$ cat src/rtl/ram_pkg.sv
// Shared definitions for the parametrised dual-port RAM: clear-FSM states and
// read-during-write collision mode encodings.
package ram_pkg;

    typedef enum logic {
        ST_RUN   = 1'b0,
        ST_CLEAR = 1'b1
    } state_t;

    localparam int RD_FIRST = 0;
    localparam int WR_FIRST = 1;

endpackage

$ cat src/rtl/ram_array.sv
// DEPTH x DATA_W storage with one write port and one registered read port; the
// same-address read-during-write result is chosen by RD_MODE.
module ram_array
    import ram_pkg::*;
#(
    parameter int DATA_W  = 4,
    parameter int ADDR_W  = 2,
    parameter int RD_MODE = RD_FIRST
) (
    input  logic              clk,
    input  logic              rst,
    input  logic              we,
    input  logic [ADDR_W-1:0] waddr,
    input  logic [DATA_W-1:0] wdata,
    input  logic              re,
    input  logic [ADDR_W-1:0] raddr,
    output logic [DATA_W-1:0] rdata
);

    localparam int DEPTH = 2 ** ADDR_W;

    logic [DATA_W-1:0] mem [DEPTH];
    logic              fwd;

    // Write-first forwards the incoming word; read-first sees the pre-edge contents.
    assign fwd = (RD_MODE == WR_FIRST) && we && (waddr == raddr);

    // The array itself is never reset; the clear sweep zeroes it.
    always_ff @(posedge clk) begin
        if (we) begin
            mem[waddr] <= wdata;
        end
    end

    always_ff @(posedge clk or posedge rst) begin
        if (rst) begin
            rdata <= '0;
        end else if (re) begin
            rdata <= fwd ? wdata : mem[raddr];
        end
    end

endmodule

$ cat src/rtl/ram_rw_param.sv
// Simple-dual-port RAM with registered read, read-valid/drop status and a clear
// sweep that zeroes every word after reset or on request.
module ram_rw_param
    import ram_pkg::*;
#(
    parameter int DATA_W  = 4,
    parameter int ADDR_W  = 2,
    parameter int RD_MODE = RD_FIRST,
    parameter int CLR_RST = 1
) (
    input  logic              clk,
    input  logic              rst,
    input  logic              we,
    input  logic [ADDR_W-1:0] waddr,
    input  logic [DATA_W-1:0] data_in,
    input  logic              re,
    input  logic [ADDR_W-1:0] raddr,
    input  logic              clr,
    output logic [DATA_W-1:0] data_out,
    output logic              rd_valid,
    output logic              busy,
    output logic              drop
);

    localparam int              DEPTH     = 2 ** ADDR_W;
    localparam logic [ADDR_W:0] LAST      = (ADDR_W + 1)'(DEPTH - 1);
    localparam state_t          RST_STATE = (CLR_RST != 0) ? ST_CLEAR : ST_RUN;

    state_t            state;
    logic [ADDR_W:0]   cnt;
    logic              sweep;
    logic              user_ok;
    logic              mem_we;
    logic              mem_re;
    logic [ADDR_W-1:0] mem_waddr;
    logic [DATA_W-1:0] mem_wdata;

    // A clear request in the same cycle pre-empts any user access.
    always_comb begin
        sweep     = (state == ST_CLEAR);
        user_ok   = (state == ST_RUN) && !clr;
        mem_we    = sweep || (user_ok && we);
        mem_re    = user_ok && re;
        mem_waddr = sweep ? cnt[ADDR_W-1:0] : waddr;
        mem_wdata = sweep ? '0 : data_in;
    end

    always_ff @(posedge clk or posedge rst) begin
        if (rst) begin
            state    <= RST_STATE;
            cnt      <= '0;
            busy     <= (CLR_RST != 0);
            rd_valid <= 1'b0;
            drop     <= 1'b0;
        end else begin
            rd_valid <= mem_re;
            drop     <= (we || re) && !user_ok;
            if (clr) begin
                state <= ST_CLEAR;
                busy  <= 1'b1;
                cnt   <= '0;
            end else if (sweep) begin
                if (cnt == LAST) begin
                    state <= ST_RUN;
                    busy  <= 1'b0;
                    cnt   <= '0;
                end else begin
                    cnt <= cnt + 1'b1;
                end
            end
        end
    end

    ram_array #(
        .DATA_W (DATA_W),
        .ADDR_W (ADDR_W),
        .RD_MODE(RD_MODE)
    ) u_array (
        .clk  (clk),
        .rst  (rst),
        .we   (mem_we),
        .waddr(mem_waddr),
        .wdata(mem_wdata),
        .re   (mem_re),
        .raddr(raddr),
        .rdata(data_out)
    );

endmodule
$ cat config.mk
export PLATFORM = sky130hd
export DESIGN_NAME = ram_rw_param
export DESIGN_NICKNAME = d
export VERILOG_FILES = /design/src/rtl/ram_pkg.sv /design/src/rtl/ram_array.sv /design/src/rtl/ram_rw_param.sv
export SDC_FILE = /design/constraint.sdc
export NUM_CORES = 1
export LEC_CHECK = 0
export ABC_CLOCK_PERIOD_IN_PS = 1900
export CORE_MARGIN = 2
export CORE_UTILIZATION = 30
export DETAILED_ROUTE_END_ITERATION = 10
export GPL_ROUTABILITY_DRIVEN = 0
export SETUP_SLACK_MARGIN = 0.02
export SYNTH_ARGS = -nofsm -noshare
export SYNTH_HDL_FRONTEND = slang
export SYNTH_SLANG_ARGS = --single-unit
$ cat constraint.sdc
create_clock -name clk -period 1.9 [get_ports clk]
set_input_delay 0.285 -clock clk [delete_from_list [all_inputs] [get_ports clk]]
set_output_delay 0.285 -clock clk [all_outputs]
set_load 0.01 [all_outputs]
==> reports/metrics.cfg <==
[status]
status=completed

[critical_path]
worst-path-buf-inv=1
required_ns=1.62
cp_cell_sequence=clkdlybuf4s50_1
crit_slowest_cell=dfstp_2
regToRegStartpoint=state
crit_family=flip-flops
critical_path.max_fanout=2
cp-end-kind=primary output
critical_path_class=flop to primary output
max_stage_delay_ns=0.54
crit_path_start_kind=flop
cp_data_arrival_time_ns=1.33
startpoint=busy

[cts]
clock-sinks=27
clock_latency_ns=0.26
cts_hold_buf=0
cts_buffer_depth=2
htreeDepth=1
cts_tree=done
cts-root-buf=clkbuf_8
cts_setup_buffers=0
numCtsBuffers=3
clkTransAtPathRegs_ns=0.09
ctsResizeCount=0

[cells_and_area]
final_util=0.397
layout_common_cells=clkdlybuf4s50_1 (19), edfxtp_1 (16), dfrtp_1 (9)
nFillCells=325
final_common_cell=clkdlybuf4s50_1
fin_nets=111
areaGrowthSynthToFinish_pct=29.7
drive_gt1_frac=0.156
antennaDiodeCount=0

[timing]
fmax_mhz=618
slew_viol_final=0
clock_skew_ns=0.00593
fin_crit_sh=0.852
maxSlewHeadroom=0.698
fin_tns_setup_ns=0
hold_violations=0
worst_pin_slew_ns=0.452
rsz0062_at_grt=false
min_period_ns=1.62
setup_viol=0

[floorplan]
fp.dieW_microns=64.7
start_util=0.306
fp.dieH_microns=64.7
die_area_sq_um=4180
core_region_area_sq_um=3610
rows=22
pin_count=20

[detailed_routing]
routedWlPerCell_microns=12.0
via_count=615
drtAntennaViolNets=0
viasPerCell=4.27
drc=0
drt_first_pass_iters=2
drt-initial-drc-count=16
routed_wl_microns=1730

[yosys]
syn-cell-area_sq_um=1100
syn_inst=69
ys_ff_latch=27
yosysWarnings=0
ys_types=19
postSynthAreaPerCell_sq_um=16.0
synth_nets=83
ys_seq_area_frac=0.686

[global_route]
antenna_found_initial=0
grt_pass1_vias=609
grt_max_degree=16
grt_pass1_wl_microns=2970
track_usage=0.0959
grt_overflow=0

[pwr]
power.leakage_uw=0.000579
power.density_nw_per_um2=1060
irDropWorstVdd_v=0.000404

[place]
place.port_buffers=19
dp_hpwl_microns=1380

[job]
cap_violations=0

[hold_path]
hold_path.class=input port to asynchronous set/reset pin

worst paths after layout:
kind / to / slack [ns] / depth (start not counted)
setup / recovery: busy / 0.28 / 1
hold / removal: drop / 0.33 / 2
setup reg to reg: u_array.mem[1][3] / 0.30 / 3
hold reg to reg: busy / 0.50 / 2
max in group asynchronous: state / 1.23 / 2
min in group clk: busy / 0.50 / 2
cells in the mapped netlist, drive strengths merged:
cell / number / share of area
and3b: 1 / 0.0079
a21o: 1 / 0.0068
nand2b: 4 / 0.023
buf: 1 / 0.0045
o21ai: 1 / 0.0045
dfrtp: 9 / 0.20
dfstp: 2 / 0.048
nor2: 7 / 0.024
mux2i: 1 / 0.0091
a21oi: 2 / 0.0091
nand3: 2 / 0.0091
edfxtp: 16 / 0.43
nand2: 2 / 0.0068
inv: 4 / 0.014
ha: 1 / 0.011
mux4: 4 / 0.095
nor2b: 4 / 0.023
mux2: 5 / 0.051
a32oi: 2 / 0.016
sequential cells by signal (all words and copies together), names as in the netlist:
signal / flops
u_array.rdata: 4
rd_valid: 1
drop: 1
cnt: 3
u_array.mem: 16
busy: 1
state: 1
power by group:
part           switching [uW]  internal, uW  total (uW)
Clock                     156           149         306
Combinational             154           224         378
Sequential               56.4           779         835
Total                     367          1150        1520
area by class of cell:
type                    count  area (sq um)  area share
repair buffers             24           228       0.159
well taps                  48          60.1      0.0419
flip-flops and latches     27           758       0.529
multi-input cells          37           327       0.228
inverters                   4          15.0      0.0105
clock buffers               4          45.0      0.0314
per-stage QoR:
| stage | area (sq um) | hold slack (ns) | cells | total power, uW | worst slack [ns] |
|---|---|---|---|---|---|
| finish | 1430 | 0.329 | 144 | 1520 | 0.281 |
| global route | 1430 | 0.365 | 144 | 1620 | 0.224 |
| CTS | 1430 | 0.351 | 144 | 1540 | 0.275 |
| detailed placement | 1390 | 0.488 | 140 | 1230 | 0.0514 |
| global placement | 1390 | 0.476 | 140 | 1220 | 0.0770 |
| floorplan | 1100 | 0.136 | 69 | 1030 | 0.467 |
layer usage:
layer	track usage	vias up	part of all wire
met5	0	-	0
met4	0.0479	0	0.020
met3	0.0208	2	0.032
met2	0.163	13	0.50
met1	0.115	289	0.45
li1	-	311	-
cell families after synthesis:
family,synth area share
flip-flops,0.686
adder cells (fa/ha/maj),0.0113
AND/OR/NAND/NOR,0.0929
AO/OA/AOI/OAI,0.0362
buffers and inverters,0.0181
multiplexers,0.155
Power figures use the tool's default switching activity.
